$ cat config.mk
export PLATFORM = sky130hd
export DESIGN_NAME = mem_port_arbiter
export DESIGN_NICKNAME = d
export VERILOG_FILES = /design/src/rtl/mem_port_arbiter.sv
export SDC_FILE = /design/constraint.sdc
export NUM_CORES = 1
export LEC_CHECK = 0
export ABC_AREA = 1
export CAP_MARGIN = 20
export CORE_MARGIN = 2
export CORE_UTILIZATION = 36
export CTS_BUF_LIST = sky130_fd_sc_hd__clkbuf_4
export DETAILED_ROUTE_END_ITERATION = 10
export GPL_TIMING_DRIVEN = 0
export PLACE_DENSITY = 0.88
export REMOVE_ABC_BUFFERS = 1
export SYNTH_ARGS = -nofsm -noshare
export SYNTH_HDL_FRONTEND = slang
export SYNTH_SLANG_ARGS = --single-unit
$ cat constraint.sdc
create_clock -name clk -period 1.5 [get_ports clk]
set_input_delay 0.3 -clock clk [delete_from_list [all_inputs] [get_ports clk]]
set_output_delay 0.3 -clock clk [all_outputs]
set_load 0.03 [all_outputs]
$ cat src/rtl/mem_port_arbiter.sv
// Two-requester arbiter for the unified single-port memory: IF fetch vs load/store.
// Grants one access per cycle and returns read data one cycle after the grant.
// Ports:
//   clk, rst (sync, active-low)
//   if_req/if_addr -> if_gnt, if_rvalid, if_rdata
//   d_req/d_we/d_be/d_addr/d_wdata -> d_gnt, d_rvalid, d_rdata
//   mem_en/mem_we/mem_be/mem_addr/mem_wdata -> memory, mem_rdata <- memory
// Optional macro MEM_ARB_PERF_EN adds perf_if_stall / perf_d_stall counters.
module mem_port_arbiter #(
  parameter int ADDR_W     = 16,
  parameter int DATA_W     = 32,
  parameter int STARVE_MAX = 4
) (
  input  logic              clk,
  input  logic              rst,
  input  logic              if_req,
  input  logic [ADDR_W-1:0] if_addr,
  output logic              if_gnt,
  output logic              if_rvalid,
  output logic [DATA_W-1:0] if_rdata,
  input  logic              d_req,
  input  logic              d_we,
  input  logic [DATA_W/8-1:0] d_be,
  input  logic [ADDR_W-1:0] d_addr,
  input  logic [DATA_W-1:0] d_wdata,
  output logic              d_gnt,
  output logic              d_rvalid,
  output logic [DATA_W-1:0] d_rdata,
  output logic              mem_en,
  output logic              mem_we,
  output logic [DATA_W/8-1:0] mem_be,
  output logic [ADDR_W-1:0] mem_addr,
  output logic [DATA_W-1:0] mem_wdata,
  input  logic [DATA_W-1:0] mem_rdata
`ifdef MEM_ARB_PERF_EN
  ,
  output logic [31:0]       perf_if_stall,
  output logic [31:0]       perf_d_stall
`endif
);

  localparam int BE_W  = DATA_W / 8;
  localparam int CNT_W = $clog2(STARVE_MAX + 1);
  localparam logic [CNT_W-1:0] STARVE_TOP = CNT_W'(STARVE_MAX);

  localparam logic [1:0] OWN_NONE = 2'd0;
  localparam logic [1:0] OWN_IF   = 2'd1;
  localparam logic [1:0] OWN_D    = 2'd2;

  logic [CNT_W-1:0]  r_starve;
  logic [1:0]        r_owner;
  logic [DATA_W-1:0] r_if_hold;
  logic [DATA_W-1:0] r_d_hold;

  logic w_if_win;
  logic w_if_gnt;
  logic w_d_gnt;
  logic w_if_rvalid;
  logic w_d_rvalid;

  // IF wins when alone, or when it has been denied STARVE_MAX times in a row.
  assign w_if_win = if_req && (!d_req || (r_starve == STARVE_TOP));

  // Grants are masked during reset so no access (and no write) escapes.
  assign w_if_gnt = rst && w_if_win;
  assign w_d_gnt  = rst && d_req && !w_if_win;

  assign if_gnt = w_if_gnt;
  assign d_gnt  = w_d_gnt;

  assign mem_en    = w_if_gnt || w_d_gnt;
  assign mem_we    = w_d_gnt && d_we;
  assign mem_be    = w_d_gnt ? d_be : {BE_W{1'b1}};
  assign mem_addr  = w_d_gnt ? d_addr : if_addr;
  assign mem_wdata = d_wdata;

  // A pending return is dropped the moment reset is asserted.
  assign w_if_rvalid = rst && (r_owner == OWN_IF);
  assign w_d_rvalid  = rst && (r_owner == OWN_D);

  assign if_rvalid = w_if_rvalid;
  assign d_rvalid  = w_d_rvalid;

  // Memory data arrives in the rvalid cycle; the hold regs keep it afterwards.
  always_comb begin
    if_rdata = '0;
    d_rdata  = '0;
    if (rst) begin
      if_rdata = w_if_rvalid ? mem_rdata : r_if_hold;
      d_rdata  = w_d_rvalid  ? mem_rdata : r_d_hold;
    end
  end

  always_ff @(posedge clk) begin
    if (!rst) begin
      r_starve <= '0;
    end else if (!if_req || w_if_gnt) begin
      r_starve <= '0;
    end else if (r_starve != STARVE_TOP) begin
      r_starve <= r_starve + 1'b1;
    end
  end

  always_ff @(posedge clk) begin
    if (!rst) begin
      r_owner <= OWN_NONE;
    end else begin
      unique case (1'b1)
        w_if_gnt:           r_owner <= OWN_IF;
        (w_d_gnt && !d_we): r_owner <= OWN_D;
        default:            r_owner <= OWN_NONE;
      endcase
    end
  end

  always_ff @(posedge clk) begin
    if (!rst) begin
      r_if_hold <= '0;
      r_d_hold  <= '0;
    end else begin
      if (w_if_rvalid) r_if_hold <= mem_rdata;
      if (w_d_rvalid)  r_d_hold  <= mem_rdata;
    end
  end

`ifdef MEM_ARB_PERF_EN
  logic [31:0] r_perf_if;
  logic [31:0] r_perf_d;

  always_ff @(posedge clk) begin
    if (!rst) begin
      r_perf_if <= '0;
      r_perf_d  <= '0;
    end else begin
      if (if_req && !w_if_gnt) r_perf_if <= r_perf_if + 32'd1;
      if (d_req && !w_d_gnt)   r_perf_d  <= r_perf_d + 32'd1;
    end
  end

  assign perf_if_stall = r_perf_if;
  assign perf_d_stall  = r_perf_d;
`endif

endmodule
======== Yosys cells after proc, flatten, opt, wreduce, memory -nomap -nowiden ========
Cells that the tools add are included.
cells by class
  add/sub/neg operators ................... 1
  mux-type cells .......................... 7
  $lt $le $gt $ge ......................... 0
  divide/modulo/power cells ............... 0
  shift operators ......................... 0
  bitwise gates (word level) .............. 1
  reduce and logical (&&, ||, !) cells .... 16
  eq/ne operators ......................... 4
  multipliers ............................. 0
operator list
  cell                 count
  $mux 32              4
  $mux 16              1
  $logic_and 1x1->1    8
  $logic_not 1->1      4
  $mux 4               1
  $pmux 2 s2           1
  $add 3x1->3 const B  1
  $eq 3x3->1 const B   1
  $logic_or 1x1->1     3
  $ne 3x3->1 const B   1
  $eq 2x1->1 const B   1
  $eq 2x2->1 const B   1
  $reduce_or 2->1      1
  $not 1->1            1
word-level totals
  bits in writable memories ............... 0
  register bits ........................... 69
  memories ................................ 0
  input bits .............................. 105
  output and inout port bits .............. 122
  ROM bits ................................ 0
  logic and storage cells ................. 33
  latch bits .............................. 0

======== Longest topological paths before layout ========
  depth after elaboration ................. 7
  gate-level depth with buffers ........... 7

======== Least setup slack after synthesis ========
OpenSTA, ideal clock, no wires.
  kind .................................... reg2out
  from .................................... register r_starve[0]
  to ...................................... output port mem_be[0]
  cell stages (with the launch flop) ...... 7
  slack ................................... -177 ps
  required time ........................... 1200 ps
  buffers on the path ..................... 0
  data arrival time ....................... 1377 ps
  cells stage by stage .................... dfxtp_1 inv_1 ha_1 nand3_4 nand2_8 inv_1 nand2_1
on the way
  cells in the longest elaborated chain, start to end .. 6
ends and longest elaborated chain
  item                    line  text
  start, declared         50    logic [CNT_W-1:0] r_starve;
  start signal, assigned  100   r_starve <= r_starve + 1'b1;
  $eq 3x3->1              62    assign w_if_win = if_req && (!d_req || (r_starve == STARVE_TOP));
  $logic_or 1x1->1        62
  $logic_and 1x1->1       62
  $logic_not 1->1         66    assign w_d_gnt = rst && d_req && !w_if_win;
  $logic_and 1x1->1       66
  net d_gnt               26    output logic d_gnt,
  $mux 4                  73    assign mem_be = w_d_gnt ? d_be : {BE_W{1'b1}};
  end, declared           31    output logic [DATA_W/8-1:0] mem_be,
The timed path passes the listed nets, and every way through them passes these cells.

======== Worst setup path after layout ========
  from .................................... register r_owner[0]
  to ...................................... output port d_rdata[14]
on the way
  cells in the longest elaborated chain, start to end .. 4
ends and longest elaborated chain
  item                    line  text
  start, declared         51    logic [1:0] r_owner;
  start signal, assigned  106   r_owner <= OWN_NONE;
  start signal, assigned  109   w_if_gnt: r_owner <= OWN_IF;
  start signal, assigned  110   (w_d_gnt && !d_we): r_owner <= OWN_D;
  $eq 2x2->1              79    assign w_d_rvalid = rst && (r_owner == OWN_D);
  $logic_and 1x1->1       79
  $mux 32 (2 in series)   n/a
  end, declared           28    output logic [DATA_W-1:0] d_rdata,
Every way passes these cells.

==> results.sh <==
export IMPL_status="complete, but fails checks"
export IMPL_violations="negative setup slack"
export IMPL_rr_startpoint="r_owner[0]"
export IMPL_finalHoldViolCount=0
export IMPL_die_width_um=99.2
export IMPL_grt_max_degree=65
export IMPL_finalSetupTns_ns=-36.34
export IMPL_die_area_mm2=0.00985
export IMPL_port_buffers=162
export IMPL_critPathMaxFanout=5
export IMPL_peakVddDrop_mv=0.459
export IMPL_cts_sinks=69
export IMPL_leakage_nw=2.92
export IMPL_drt_iter0_markers=221
export IMPL_antenna_found_initial=0
export IMPL_core_mm2=0.00876
export IMPL_reg2reg_to="r_d_hold[4]"
export IMPL_synthTopCellsByArea="dfxtp_1 (42%), nand3_1 (13%), nand4_1 (12%)"
export IMPL_synth_edf_count=0
export IMPL_fmax_mhz=498
export IMPL_ys_seq_area_share_pct=42.3
export IMPL_cts_root_buffer_cell="clkbuf_4"
export IMPL_placed_cell_area_mm2=0.00461
export IMPL_holdPathEnd="r_owner[0]"
export IMPL_synth_area_mm2=0.00326
export IMPL_cts_tree="yes"
export IMPL_drt_pass1_iterations=5
export IMPL_netlist_area_leader_share_pct=42.3
export IMPL_stdcell_area_mm2=0.00682
export IMPL_nets=725
export IMPL_ios=227
export IMPL_fin_skew_ns=0.0120
export IMPL_dieHeight_um=99.2
export IMPL_layout_drive_gt1_share_pct=59.9
export IMPL_fin_ws_ns=-0.508
export IMPL_min_path_cells=3
export IMPL_synth_avg_cell_area_um2=7.77
export IMPL_synth_seq_cells=69
export IMPL_diodes=0
export IMPL_synth_cell_types=21
export IMPL_fin_crit_sh_pct=134
export IMPL_gp_congestion=0.748
export IMPL_vias=4293
export IMPL_htree_levels=3
export IMPL_grt_pass1_vias=4077
export IMPL_fin_util_pct=77.8
export IMPL_async_reset_ff_share_pct=0
export IMPL_syn_inst=420
export IMPL_via_per_inst=5.87
export IMPL_start_util_pct=37.3
export IMPL_hold_start="if_req"
export IMPL_yosysWarnings=0
export IMPL_grt_total_usage_pct=28.7
export IMPL_drc=0
export IMPL_grt_pass1_wl_um=21600
export IMPL_dp_hpwl_um=7680
export IMPL_worst_slew_pin_transition_ns=0.389
export IMPL_postRouteAntennaNets=0
export IMPL_clkSlewWorstSetupHoldPaths_ns=0.12
export IMPL_synth_area_leader_cell="dfxtp_1"
export IMPL_hold_buffers=0
export IMPL_syn_to_final_growth_pct=109
export IMPL_ff2ff_path_depth=8
export IMPL_wl_per_cell_um=23.7
export IMPL_grt_overflow_total=0
export IMPL_worst_endpoint_arrival_ns=1.71
export IMPL_reg2reg_slack_ns=0.07
export IMPL_powerDensity_mw_per_mm2=688
export IMPL_fin_crit_ns=2.01
export IMPL_setup_viol=89
export IMPL_clk_latency_ns=0.41
export IMPL_synthTopCellsByCount="nand2_1 (105), nand3_1 (82), dfxtp_1 (69)"
export IMPL_slew_violations=0
export IMPL_cts_buffer_depth=2
export IMPL_hold_path_class="in2reg"
export IMPL_std_cell_rows=34
export IMPL_yosys_cell_count_top_type="nand2_1"
export IMPL_criticalPathCategory="reg2out"
export IMPL_cts_buffers=9
export IMPL_nFillCells=538
export IMPL_cap_violations=0
export IMPL_critPathLaunchType="register"
export IMPL_detail_route_wirelength_um=17300
export IMPL_cp_end_kind="output port"
export IMPL_required_ns=1.20
export IMPL_slew_headroom_pct=74.1
export IMPL_synth_flop_cell="dfxtp_1"
export IMPL_rsz0062_at_grt="yes"
## cells by family after synthesis
kind of cell             Yosys count  share of synthesized area (%)
AO/OA/AOI/OAI                      2                          0.307
buffers and inverters             85                           16.6
adder cells (fa/ha/maj)            2                          0.766
XOR/XNOR                           1                          0.268
flip-flops                        69                           42.3
AND/OR/NAND/NOR                  261                           39.7
## worst max path at each step
stage	startpoint	end	slack (ns)	cells after the start
6_report	r_owner[0]	d_rdata[14]	-0.51	7
5_1_grt	r_starve[0]	mem_addr[8]	-0.57	7
4_1_cts	r_owner[1]	d_rdata[11]	-0.48	6
3_5_place_dp	r_owner[0]	d_rdata[13]	-1.94	6
3_3_place_gp	rst	if_rdata[7]	-5.15	5
2_1_floorplan	r_owner[0]	d_rdata[0]	-0.77	4
## sequential cells by signal, indices dropped and copies added, names as in the netlist
signal / count
r_d_hold: 32
r_if_hold: 32
r_owner: 2
r_starve: 3
## what timing repair did
action / in CTS / in global routing
cloned: 16 / 7
endpoints found under the hold margin: 0 / 0
setup endpoints to repair: 154 / 91
pin swaps: 32 / 80
resized for setup: 730 / 161
buffers inserted: 46 / 32
## area by class of cell
cell class | instances | area, µm² | share of cell area (%)
Timing Repair Buffer | 243 | 2770 | 40.6
Multi-Input combinational cell | 274 | 2190 | 32.2
Sequential cell | 69 | 1390 | 20.4
Tap cell | 108 | 135 | 1.98
Inverter | 15 | 92.6 | 1.36
Clock inverter | 6 | 87.6 | 1.28
Timing Repair inverter | 6 | 78.8 | 1.16
Clock buffer | 10 | 75.1 | 1.10
## placed cells by master, fill, tap and decap left out, types with 3 or more instances in the layout
cell type | synthesis | final
nand2_1 | 105 | 26
clkbuf_4 | 0 | 10
nand4_1 | 64 | 64
buf_12 | 1 | 9
nand2_4 | 1 | 7
clkbuf_16 | 0 | 4
dfxtp_1 | 69 | 65
nand2_2 | 0 | 74
nand3_1 | 82 | 10
nand3_2 | 2 | 59
nand3_4 | 1 | 22
inv_6 | 1 | 4
inv_2 | 2 | 4
buf_6 | 2 | 114
clkdlybuf4s50_1 | 0 | 69
buf_4 | 43 | 37
buf_16 | 0 | 6
inv_1 | 12 | 7
nor2_1 | 3 | 3
## power by group
part	internal (mW)	switching (mW)
registers	1.89	0.0400
logic	0.632	0.715
clock network	0.692	0.718
total	3.22	1.47
## routing by layer
layer  part of all wire [%]  global-route usage, %
met2                     50                   47.8
met5                      0                  0.513
met4                    4.6                   11.0
met3                     10                   11.9
met1                     35                   32.7
## stage by stage
step | hold slack (ns) | std cells | power, mW | setup WS, ns
2_1_floorplan | 0.367 | 350 | 2.34 | -0.773
3_3_place_gp | 0.424 | 620 | 2.84 | -5.15
3_5_place_dp | 0.459 | 623 | 2.87 | -1.94
4_1_cts | 0.305 | 697 | 4.48 | -0.482
5_1_grt | 0.233 | 731 | 4.83 | -0.565
6_report | 0.240 | 731 | 4.69 | -0.508
## worst max-delay path, stage by stage, from the launching register on
cell and delay, ns:
dfxtp_4 0.40, buf_16 0.17, inv_16 0.08, nand3_4 0.14, buf_12 0.20, nand3_4 0.07, nand2_2 0.09, buf_6 0.15
Power figures use the tool's default switching activity.
